File: src/rtl/bist_pkg.sv
// Shared BIST definitions: datapath width, default seed, LFSR taps and FSM encoding.
// Also used by the MISR and the BIST controller.
package bist_pkg;

  localparam int WIDTH = 16;
  localparam logic [WIDTH-1:0] DEFAULT_SEED = 16'hACE1;
  // Taps for x^16+x^14+x^13+x^11+1 (state bits 15,13,12,10)
  localparam logic [WIDTH-1:0] TAP_MASK = 16'hB400;

  localparam logic [1:0] ST_IDLE = 2'd0;
  localparam logic [1:0] ST_RUN  = 2'd1;
  localparam logic [1:0] ST_DONE = 2'd2;

  function automatic logic [WIDTH-1:0] lfsr_next(input logic [WIDTH-1:0] q);
    return {q[WIDTH-2:0], ^(q & TAP_MASK)};
  endfunction

endpackage

File: src/rtl/lfsr_16bit.sv
// 16-bit Fibonacci LFSR with synchronous reset, parallel load and step enable.
module lfsr_16bit
  import bist_pkg::*;
#(
  parameter logic [15:0] RESET_VAL = 16'hACE1
) (
  input  logic        clk,
  input  logic        rst,
  input  logic        load,
  input  logic [15:0] load_val,
  input  logic        en,
  output logic [15:0] q
);

  always_ff @(posedge clk) begin
    if (rst) begin
      q <= RESET_VAL;
    end else if (load) begin
      q <= load_val;
    end else if (en) begin
      q <= lfsr_next(q);
    end
  end

endmodule

File: src/rtl/bist_tpg_16bit.sv
// BIST test pattern generator: emits NUM_PATTERNS LFSR vectors per run,
// with stall, seed load and a run counter.
module bist_tpg_16bit #(
  parameter int unsigned NUM_PATTERNS = 256,
  parameter logic [15:0] DEFAULT_SEED = 16'hACE1
) (
  input  logic        clk,
  input  logic        rst,
  input  logic        start,
  input  logic        hold,
  input  logic        seed_load,
  input  logic [15:0] seed_in,
  output logic [15:0] pattern,
  output logic        pattern_valid,
  output logic        busy,
  output logic        done,
  output logic [15:0] count
);
  import bist_pkg::*;

  localparam logic [15:0] LAST_CNT = 16'(NUM_PATTERNS);

  logic [1:0]  state;
  logic [15:0] cnt;
  logic [15:0] cnt_inc;
  logic        step_en;
  logic        seed_ld;
  logic [15:0] seed_val;

  assign step_en  = (state == ST_RUN) && !hold;
  // Seeds are only accepted between runs; zero would lock the LFSR up.
  assign seed_ld  = seed_load && (state != ST_RUN);
  assign seed_val = (seed_in == 16'h0000) ? DEFAULT_SEED : seed_in;
  assign cnt_inc  = cnt + 16'd1;

  lfsr_16bit #(
    .RESET_VAL (DEFAULT_SEED)
  ) u_lfsr (
    .clk      (clk),
    .rst      (rst),
    .load     (seed_ld),
    .load_val (seed_val),
    .en       (step_en),
    .q        (pattern)
  );

  always_ff @(posedge clk) begin
    if (rst) begin
      state <= ST_IDLE;
      cnt   <= 16'd0;
    end else begin
      case (state)
        ST_IDLE, ST_DONE: begin
          if (start) begin
            state <= ST_RUN;
            cnt   <= 16'd0;
          end
        end
        ST_RUN: begin
          if (!hold) begin
            cnt <= cnt_inc;
            if (cnt_inc == LAST_CNT) state <= ST_DONE;
          end
        end
        default: state <= ST_IDLE;
      endcase
    end
  end

  assign pattern_valid = step_en;
  assign busy          = (state == ST_RUN);
  assign done          = (state == ST_DONE);
  assign count         = cnt;

endmodule
File: config.mk
export PLATFORM = sky130hd
export DESIGN_NAME = bist_tpg_16bit
export DESIGN_NICKNAME = d
export VERILOG_FILES = /design/src/rtl/bist_pkg.sv /design/src/rtl/lfsr_16bit.sv /design/src/rtl/bist_tpg_16bit.sv
export SDC_FILE = /design/constraint.sdc
export NUM_CORES = 1
export LEC_CHECK = 0
export BUFFER_PORTS_ARGS = -buffer_cell sky130_fd_sc_hd__buf_2
export CAP_MARGIN = 5
export CORE_MARGIN = 1.5
export CORE_UTILIZATION = 26
export DETAILED_ROUTE_END_ITERATION = 6
export GPL_ROUTABILITY_DRIVEN = 0
export PLACE_DENSITY = 0.46
export REMOVE_ABC_BUFFERS = 1
export SETUP_SLACK_MARGIN = 0.05
export SYNTH_ARGS = -nofsm -noshare
export SYNTH_HDL_FRONTEND = slang
export SYNTH_SLANG_ARGS = --single-unit
File: constraint.sdc
create_clock -name clk -period 4.3 [get_ports clk]
set_input_delay 0 -clock clk [delete_from_list [all_inputs] [get_ports clk]]
set_output_delay 0 -clock clk [all_outputs]
set_load 0.01 [all_outputs]
After elaboration in Yosys (flattened, before gate mapping) --
Cells that the tools add are included.
Operators by class: eq/ne operators 7, $add $sub $neg 1, reduce and logical (&&, ||, !) cells 11, mux-type cells 10
Operators by type and width (count):
- $mux 16 | 5
- $pmux 16 s2 | 1
- $add 16x1->16 const B | 1
- $eq 16x9->1 const B | 1
- $logic_not 16->1 | 1
- $reduce_xor 16->1 | 1
- $mux 2 | 3
- $reduce_and 3->1 | 2
- $ne 2x1->1 const B | 2
- $ne 2x2->1 const B | 2
- $pmux 2 s2 | 1
- $reduce_bool 2->1 | 2
- $eq 2x1->1 const B | 1
- $eq 2x2->1 const B | 1
- $logic_and 1x1->1 | 2
- $logic_not 2->1 | 1
- $reduce_or 2->1 | 1
- $logic_not 1->1 | 1
Storage, ports and cells: register bits 34, word-level logic and storage cells 32, input port bits 21

Depth between registers and ports, before layout --
Gate-level depths: netlist of the first run.
depth after elaboration 5, mapped depth 7

Hierarchy --
A second synthesis of the first run with hierarchy kept.
Second synthesis, totals: cells, all modules 250, area total of the unflattened synthesis 2177.1 sq um
Modules (own cells, without submodules):
- bist_tpg_16bit | cells each 176, area each 1316.3 sq um, times used 1
- lfsr_16bit | cells each 74, area each 860.8 sq um, times used 1

Least setup slack after synthesis of the first run --
Ideal clock, no wire load.
path kind flip-flop to flip-flop, start register cnt[0], in the netlist count[0], end register state[0], arrival 2.186 ns, library setup time 0.120 ns, cell stages (with the launch flop) 7, data required time 4.180 ns, buffers on the path 0, slack 1.995 ns, cell sequence dfxtp_1 > ha_1 > nand3_4 > nor4_1 > xor2_1 > or4_4 > o31a_1
Between the ends: longest elaborated chain between the ends 4
RTL lines:
- start, declared | line bist_tpg_16bit.sv:24 | logic [15:0] cnt;
- start signal, assigned | line bist_tpg_16bit.sv:61 | cnt <= cnt_inc;
- $add 16x1->16 | line bist_tpg_16bit.sv:34 | assign cnt_inc = cnt + 16'd1;
- $eq 16x9->1 | line bist_tpg_16bit.sv:62 | if (cnt_inc == LAST_CNT) state <= ST_DONE;
- $ne 2x1->1 (no source line)
- $reduce_and 3->1 (no source line)
- end signal, assigned | line bist_tpg_16bit.sv:49 | state <= ST_IDLE;
- end signal, assigned | line bist_tpg_16bit.sv:62
- end signal, assigned | line bist_tpg_16bit.sv:65 | default: state <= ST_IDLE;
- end, declared | line bist_tpg_16bit.sv:23 | logic [1:0] state;
No other way between the ends. A chain may end at the register's enable or synchronous reset.

Final worst setup path of the first run --
start register cnt[1], in the netlist count[1], end register state[0]
The elaborated chain is that of the path after synthesis.

==> results.json, run 1 <==
{
  "status": "completed",
  "place_hpwl_um": 3920,
  "fmax_ghz": 0.413,
  "synthCells": 247,
  "vias_per_cell": 5.10,
  "io_buffer_count": 55,
  "final_util_pct": 33.4,
  "overflow": 0,
  "max-slew-margin-rel_pct": 52.7,
  "rows": 31,
  "rsz0062_at_grt": "no",
  "drtIter0Drc": 104,
  "initial_core_util_pct": 27.2,
  "cts.sinks": 34,
  "vias": 2025,
  "n_antenna_cell": 0,
  "fp.dieW_um": 90.5,
  "layout_min_cycle_time_ns": 2.42,
  "final.setup.tns_ns": 0,
  "clk_latency_ns": 0.29,
  "postSynth.asyncResetShare_pct": 0,
  "max_slew.worst_pin.slew_ns": 0.709,
  "core_area_um2": 7330,
  "end_kind": "flip-flop",
  "critPathArrivalTime_ns": 2.61,
  "multiInputGateArea_um2": 1150,
  "setup_viol": 0,
  "die_h_um": 90.5,
  "crit_type": "reg2reg",
  "p_leak_nw": 0.961,
  "grt_pass1_wl_um": 9290,
  "die_area_um2": 8190,
  "cts.path.max_buffers": 2,
  "synth-seq-cells": 34,
  "htree_levels": 2,
  "firstDrtPassIters": 4,
  "routedWlPerCell_um": 14.2,
  "fin_worst_skew_ns": 0.00900,
  "area_delta_synth_final_pct": 22.8,
  "synth_flop_cell": "dfxtp_1",
  "numCtsBuffers": 5,
  "cts_root_buf": "clkbuf_8",
  "synth_edf_count": 0,
  "grt_pass1_vias": 1887,
  "ys_types": 53,
  "synth_warnings": 0,
  "ant_nets": 0,
  "cts_tree": "done",
  "min_period_over_period_pct": 56.3,
  "grt_max_degree": 36,
  "n_fill_cell": 785,
  "grt_usage_pct": 13.9,
  "drc": 0,
  "drt_wl_total_um": 5660,
  "syn-cell-area_um2": 1990,
  "cts.clk_slew.worst_paths_ns": 0.08,
  "post_cts_buffers": 0,
  "seq_area_um2": 681,
  "hold_path_class": "in2reg",
  "p_per_area_nw_per_um2": 295,
  "maxSlewViolCount": 0,
  "nets": 320,
  "final-hold-violation-count": 0,
  "cp_data_required_time_ns": 4.49,
  "start_kind": "flip-flop",
  "crit_fanout": 9,
  "seq_area_frac_synth_pct": 34.2,
  "pin_count": 56,
  "drive_gt1_share_pct": 26.2,
  "irDropWorstVdd_mv": 0.120,
  "avgSynthCellArea_um2": 8.06,
  "cap_violations": 0,
  "antenna_found_initial": 0
}
## cells in the mapped netlist (all sizes together), types with 3 or more instances
| library cell | n | area share, % |
|---|---|---|
| o22ai | 10 | 3.1 |
| nor2 | 32 | 6.0 |
| a311oi | 7 | 3.1 |
| xnor2 | 6 | 2.6 |
| a21oi | 13 | 3.3 |
| clkbuf | 12 | 2.8 |
| nand2 | 20 | 3.8 |
| buf | 11 | 4.6 |
| nand3 | 7 | 2.4 |
| o21ai | 18 | 4.5 |
| or2b | 3 | 1.3 |
| inv | 3 | 0.57 |
| a221oi | 7 | 3.1 |
| dfxtp | 34 | 34 |
| nand4 | 6 | 2.6 |
| and4 | 4 | 1.9 |
| nor3 | 16 | 4.6 |
| a211oi | 3 | 1.4 |
| nor4 | 9 | 3.1 |
## sequential cells by signal (all words and copies together) (netlist names)
name / cells
u_lfsr.q: 16
state: 2
count: 16
## final timing paths
kind / startpoint / to / slack [ns] / cells after the start
setup / recovery: count[1] / state[0] / 1.88 / 6
hold / removal: seed_in[3] / u_lfsr.q[3] / 0.02 / 3
setup reg to reg: count[1] / state[0] / 1.88 / 6
hold reg to reg: u_lfsr.q[4] / u_lfsr.q[4] / 0.51 / 2
## cell families (layout without fill, tap and decap cells)
family,count (synthesis),in the layout,synth area share [%]
buf+inv,27,78,8.17
mux,1,1,0.503
xor+xnor,7,7,3.08
simple gates,111,111,31.0
compound gates,65,65,21.8
flops,34,34,34.2
fa+ha+maj,2,2,1.26
## placed cells by master, fill, tap and decap left out, drive strengths merged, types with 2 or more instances in the layout
master       count
clkbuf           6
inv              3
a221oi           7
o22ai           10
nand4            6
or4              2
xnor2            6
nand3            7
a311oi           7
buf             56
nor2            32
and3             2
and2             2
nor4             9
nand2           20
dlygate4sd3     10
a21oi           13
ha               2
nor3            16
and4             4
dfxtp           34
o21ai           18
nor3b            2
or2b             3
clkinv           2
a211oi           3
## layout make-up
type,instances,area share (%)
Timing Repair Buffer,66,15.7
Clock buffer,6,3.38
Clock inverter,2,0.512
Tap cell,99,5.07
Inverter,4,0.614
Sequential cell,34,27.8
Multi-Input combinational cell,186,46.9
## through the flow
step | hold slack, ns | instances | area, um^2 | setup slack (ns) | total power [mW]
after floorplan | 0.0691 | 224 | 1840 | 1.98 | 0.413
after global placement | 0.263 | 379 | 2250 | 1.94 | 0.466
after detailed placement | 0.260 | 379 | 2250 | 1.87 | 0.464
after CTS | 0.0125 | 397 | 2440 | 1.86 | 0.731
after global routing | 0.0305 | 397 | 2440 | 1.74 | 0.758
final | 0.0215 | 397 | 2440 | 1.88 | 0.722
## per-layer routing
layer / global-route usage (%) / wire length, um / up-vias
li1: - / - / 1016
met1: 18.4 / 2720 / 939
met2: 21.3 / 2460 / 65
met3: 4.46 / 418 / 5
met4: 4.10 / 57 / 0
met5: 0 / 0 / -
## power by group
| part | switching [mW] | total (mW) | internal (mW) |
|---|---|---|---|
| Sequential | 0.0158 | 0.347 | 0.331 |
| Clock | 0.129 | 0.258 | 0.129 |
| Combinational | 0.0666 | 0.117 | 0.0501 |
## worst max-delay path: stages (launching register included)
cell     delay (ns)
dfxtp_1        0.49
ha_1           0.35
nand3_4        0.16
nor4_1         0.36
xor2_1         0.10
or4_4          0.54
o31a_1         0.30
## timing repair
| action | CTS | global route |
|---|---|---|
| hold buffers | 10 | 0 |
| hold endpoints to repair | 10 | 0 |
| resized for setup | 0 | 0 |
Note: power is estimated with default switching activity, not from simulation.
==> inputs of run 2 (changes only) <==
--- a/config.mk
+++ b/config.mk
@@ -5,6 +5,7 @@
 export SDC_FILE = /design/constraint.sdc
 export NUM_CORES = 1
 export LEC_CHECK = 0
+export ABC_AREA = 1
 export BUFFER_PORTS_ARGS = -buffer_cell sky130_fd_sc_hd__buf_2
 export CAP_MARGIN = 5
 export CORE_MARGIN = 1.5
==> constraint.sdc (replaced) <==
create_clock -name clk -period 2.3 [get_ports clk]
set_input_delay 0 -clock clk [delete_from_list [all_inputs] [get_ports clk]]
set_output_delay 0 -clock clk [all_outputs]
set_load 0.01 [all_outputs]
==> run 2 against run 1 <==
  * Routed wire length fell by 0.88%
  * Clock power rose by 110%
  * Cell count rose by 15%
  * Combinational power rose by 86%
  * Via count rose by 2.5%
  * Hold slack got worse by 0.0085 ns
  * Core utilization rose by 1.4 points
  * Largest power group unchanged
==> results.json, run 2 <==
{
  "status": "completed",
  "cap_violations": 0,
  "n_antenna_cell": 0,
  "fin_worst_skew_ns": 0.00700,
  "r2r-end": "state[0]",
  "synth_fa_ha_area_share_pct": 1.29,
  "cts.sinks": 34,
  "synth-simple-area-share_pct": 37.3,
  "maxSlewViolCount": 0,
  "io_buffer_count": 55,
  "overflow": 0,
  "p_per_area_nw_per_um2": 571,
  "core_area_um2": 7210,
  "crit_type": "reg2reg",
  "layout_min_cycle_time_ns": 2.00,
  "clk_latency_ns": 0.29,
  "fp.dieW_um": 89.3,
  "numCtsBuffers": 5,
  "vias": 2076,
  "synth_xor_area_share_pct": 1.36,
  "n_fill_cell": 818,
  "muxShareOfSynthArea_pct": 0,
  "crit_fanout": 8,
  "rsz0062_at_grt": "no",
  "synth_flop_cell": "dfxtp_1",
  "hold_path_class": "in2reg",
  "synth_top_family_by_area": "simple AND/OR/NAND/NOR gates",
  "critPathArrivalTime_ns": 2.15,
  "cts_root_buf": "clkbuf_8",
  "synth-compound-area-share_pct": 15.9,
  "place_hpwl_um": 4120,
  "vias_per_cell": 4.53,
  "r2r_slack_ns": 0.30,
  "end_kind": "flip-flop",
  "postSynth.asyncResetShare_pct": 0,
  "area_delta_synth_final_pct": 29.6,
  "grt_max_degree": 26,
  "cts.path.max_buffers": 2,
  "cts.clk_slew.worst_paths_ns": 0.07,
  "synthCells": 292,
  "firstDrtPassIters": 4,
  "hold_end": "state[0]",
  "grt_pass1_vias": 1945,
  "rr_startpoint": "count[0]",
  "syn-cell-area_um2": 1930,
  "min_from": "start",
  "max_slew.worst_pin.slew_ns": 0.517,
  "max-slew-margin-rel_pct": 65.5,
  "routedWlPerCell_um": 12.2,
  "fmax_ghz": 0.501,
  "ant_nets": 0,
  "final.setup.tns_ns": 0,
  "htree_levels": 2,
  "post_cts_buffers": 0,
  "nets": 381,
  "die_h_um": 89.3,
  "drc": 0,
  "ys_types": 32,
  "drive_gt1_share_pct": 23.7,
  "rr_worst_depth": 10,
  "mostFrequentLayoutCells": "83 x nand2_1, 55 x buf_2, 34 x dfxtp_1",
  "min_period_over_period_pct": 86.8,
  "final_common_cell": "nand2_1",
  "synth-seq-cells": 34,
  "synth_top_cell_by_area": "dfxtp_1",
  "synthMostInstantiatedCell": "nand2_1",
  "hold_depth": 3,
  "seq_area_frac_synth_pct": 35.2,
  "cts_tree": "done",
  "final-hold-violation-count": 0,
  "antenna_found_initial": 0,
  "setup_viol": 0,
  "rows": 31,
  "grt_usage_pct": 15.0,
  "drtIter0Drc": 84,
  "avgSynthCellArea_um2": 6.62,
  "synth_warnings": 0,
  "grt_pass1_wl_um": 9260,
  "synth_top_area_share_pct": 35.2,
  "initial_core_util_pct": 26.8,
  "place_ws_ns": 0.282,
  "cp_data_required_time_ns": 2.45,
  "synth_edf_count": 0,
  "pin_count": 56,
  "drt_wl_total_um": 5610,
  "die_area_um2": 7970,
  "p_leak_nw": 1.09,
  "worst_slack_ns": 0.303,
  "ys_top_cells_by_count": "83 x nand2_1, 34 x dfxtp_1, 30 x nor2_1",
  "start_kind": "flip-flop",
  "irDropWorstVdd_mv": 0.226,
  "synth_area_leaders": "dfxtp_1 35%, nand2_1 16%, a21oi_1 6.7%"
}
==> run 2: cell count changes after synthesis, sizes merged, moves of 10 or more <==
cell,delta
inv,+29
o22ai,-10
nand2,+70
nand3,+13
nor3,-13
a21oi,+14
==> run 2: stage by stage <==
| step | instances | power, mW | util (%) | hold slack, ns | area, um^2 |
|---|---|---|---|---|---|
| floorplan | 284 | 0.778 | - | 0.0624 | 1890 |
| global placement | 440 | 0.883 | 31.9 | 0.253 | 2300 |
| detailed placement | 440 | 0.878 | 31.9 | 0.255 | 2300 |
| CTS | 458 | 1.44 | 34.7 | 0.00316 | 2510 |
| global route | 458 | 1.50 | 34.7 | 0.0314 | 2510 |
| finish | 458 | 1.43 | 34.7 | 0.0129 | 2510 |
==> run 2: worst max-delay path, cell delays in order, from the launching register on <==
cell and delay [ns]:
dfxtp_1 0.50, ha_1 0.30, nand3_1 0.15, o21bai_1 0.19, nand2_2 0.07, nor2_1 0.14, nand3_1 0.13, nor2_2 0.19
nand2_1 0.08, nand2_1 0.06, a21oi_1 0.06
==> run 2: layout make-up <==
cell class,instances,area (um^2),area share (%)
flip-flops and latches,34,681,27.2
well taps,99,124,4.94
clock buffers,7,76.3,3.05
multi-input cells,217,1080,43.1
repair buffers,67,390,15.6
inverters,33,124,4.94
clock inverters,1,30.0,1.20
==> run 2: where the power goes <==
group / leakage [nW] / switching (mW) / internal, mW
combinational: 0.760 / 0.129 / 0.0888
sequential: 0.279 / 0.0369 / 0.623
clock: 0.0524 / 0.230 / 0.325
total: 1.09 / 0.395 / 1.04
==> run 2: worst max-delay path by stage <==
stage,endpoint,cells after the start,start,slack (ns)
after floorplan,state[0],12,count[0],0.64
after global placement,state[0],10,count[0],0.29
after detailed placement,state[0],10,count[0],0.28
after CTS,state[0],10,count[0],0.27
after global routing,state[0],12,count[0],0.1
final,state[0],10,count[0],0.30
==> run 2: cells by family after synthesis <==
group,Yosys count
DFF,34
xor gates and xnor gates,3
and+or+nand+nor,160
buffers and inverters,41
AOI/OAI and AO/OA,52
adders and majority gates,2
==> run 2: routing by layer <==
metal  up-vias  track usage [%]  wire [um]
li1       1092                -          -
met3         7             3.79        346
met5         -                0          0
met2        61             25.3       2550
met1       916             19.1       2650
met4         0             4.34         66
==> run 2: repair_timing <==
| action | CTS | global route |
|---|---|---|
| endpoints found under the hold margin | 10 | 0 |
| hold buffers | 10 | 0 |
| resized for setup | 0 | 0 |
==> inputs of run 3 (changes only) <==
==> constraint.sdc (replaced) <==
create_clock -name clk -period 2.3 [get_ports clk]
set_input_delay 0.345 -clock clk [delete_from_list [all_inputs] [get_ports clk]]
set_output_delay 0.345 -clock clk [all_outputs]
set_load 0.01 [all_outputs]
==> run 3 against run 2 <==
  * Sequential share of layout area grew 0.62 points
  * Maximum frequency grew 7.1%
  * Worst setup slack gained 0.13 ns
  * Hold slack gained 0.28 ns
  * Count of clock-buffer cells in the layout shrank 1
  * Design area shrank 2.2%
  * Core utilization shrank 0.78 points
  * Clock skew shrank 0.0014 ns
  * Register-to-register slack gained 0.20 ns
  * Via count shrank 0.63%
  * Largest cell class unchanged
==> results.json, run 3 (synthesis gave the netlist of run 2 again) <==
{
  "htree_levels": 2,
  "status": "completed",
  "clk_latency_ns": 0.29,
  "max-slew-margin-rel_pct": 70.5,
  "fp.dieW_um": 89.3,
  "drt_wl_total_um": 5800,
  "start_kind": "flip-flop",
  "r2r-end": "state[0]",
  "cts.sinks": 34,
  "ant_nets": 0,
  "min_period_over_period_pct": 81.1,
  "cap_violations": 0,
  "irDropWorstVdd_mv": 0.298,
  "final_util_pct": 34.0,
  "overflow": 0,
  "post_cts_buffers": 0,
  "core_area_um2": 7210,
  "fmax_ghz": 0.536,
  "r2r_slack_ns": 0.50,
  "path_delay_family": "buffers and inverters",
  "mostFrequentLayoutCells": "83 x nand2_1, 55 x buf_2, 34 x dfxtp_1",
  "p_per_area_nw_per_um2": 640,
  "vias": 2063,
  "nets": 372,
  "die_h_um": 89.3,
  "grt_pass1_vias": 1918,
  "grt_pass1_wl_um": 9550,
  "hold_path_class": "in2reg",
  "max_slew.worst_pin.slew_ns": 0.442,
  "drive_gt1_share_pct": 25.1,
  "worst_slack_ns": 0.435,
  "antenna_found_initial": 0,
  "firstDrtPassIters": 4,
  "n_antenna_cell": 0,
  "io_buffer_count": 55,
  "drc": 0,
  "cp_cell_sequence": "inv_2 > nor2_4 > nand2_1 > inv_1 > buf_2",
  "place_hpwl_um": 4310,
  "die_area_um2": 7970,
  "path_buf_inv": 3,
  "numCtsBuffers": 5,
  "place_ws_ns": 0.532,
  "fin_worst_skew_ns": 0.00560,
  "p_leak_nw": 1.07,
  "rr_startpoint": "count[0]",
  "pin_count": 56,
  "crit_type": "reg2out",
  "area_delta_synth_final_pct": 26.6,
  "setup_viol": 0,
  "vias_per_cell": 4.59,
  "cts_resized": 0,
  "final-hold-violation-count": 0,
  "final_common_cell": "nand2_1",
  "place_inst": 441,
  "cp_data_required_time_ns": 1.96,
  "min_from": "seed_in[2]",
  "cpMaxStageDelayCell": "dfxtp_1",
  "grt_usage_pct": 15.7,
  "hold_buffers": 0,
  "layout_min_cycle_time_ns": 1.87,
  "routedWlPerCell_um": 12.9,
  "n_fill_cell": 823,
  "critPathArrivalTime_ns": 1.52,
  "cts_root_buf": "clkbuf_8",
  "hold_depth": 3,
  "final.setup.tns_ns": 0,
  "crit_fanout": 12,
  "hold_end": "u_lfsr.q[2]",
  "finalNonFillerCells": 449,
  "rr_worst_depth": 12,
  "cts.path.max_buffers": 2,
  "cts_tree": "done",
  "initial_core_util_pct": 26.8,
  "grt_max_degree": 25,
  "rsz0062_at_grt": "no",
  "drtIter0Drc": 90,
  "cp_slowest_stage_delay_ns": 0.37,
  "rows": 31,
  "end_kind": "output pin",
  "cts.clk_slew.worst_paths_ns": 0.08,
  "maxSlewViolCount": 0
}
run 3: metal layers:
metal | GRT usage (%) | vias to the layer above | share of wire (%)
li1 | - | 1074 | -
met4 | 4.20 | 0 | 0.81
met1 | 20.1 | 925 | 46
met5 | 0 | - | 0
met3 | 3.42 | 5 | 6.0
met2 | 26.7 | 59 | 47
run 3: through the flow:
step	total power [mW]	area, um^2	hold WS (ns)
2_1_floorplan	0.778	1890	0.407
3_3_place_gp	0.881	2310	0.487
3_5_place_dp	0.880	2310	0.489
4_1_cts	1.59	2450	0.291
5_1_grt	1.65	2450	0.315
6_report	1.57	2450	0.292
run 3: area by class of cell:
| class | instances | area [um^2] | share of cell area (%) |
|---|---|---|---|
| multi-input combinational | 217 | 1080 | 44.1 |
| tap | 99 | 124 | 5.06 |
| sequential | 34 | 681 | 27.8 |
| inverter | 33 | 124 | 5.06 |
| clock inverter | 2 | 60.1 | 2.45 |
| clock buffer | 6 | 82.6 | 3.37 |
| timing repair buffer | 58 | 298 | 12.2 |
run 3: power by group:
group	switching (mW)	internal, mW
sequential	0.0340	0.623
clock	0.243	0.463
combinational	0.127	0.0787
run 3: worst max path at each step:
stage	start	end	slack, ns	depth (start not counted)
after floorplan	count[0]	state[0]	0.64	12
after global placement	count[0]	state[0]	0.55	12
after detailed placement	count[0]	state[0]	0.53	9
after CTS	state[0]	pattern_valid	0.41	5
after global routing	count[0]	state[0]	0.22	12
final	state[0]	pattern_valid	0.43	5
run 3: worst register-to-register path, stage by stage (launching register included):
cell,delay [ns]
dfxtp_1,0.47
ha_1,0.27
nand2_2,0.10
nor2_4,0.16
nand2_1,0.07
nand2_1,0.08
nand2_1,0.05
nor2_1,0.09
nand3_1,0.09
nor2_2,0.13
nand2_1,0.06
nand2_1,0.05
a21oi_1,0.05
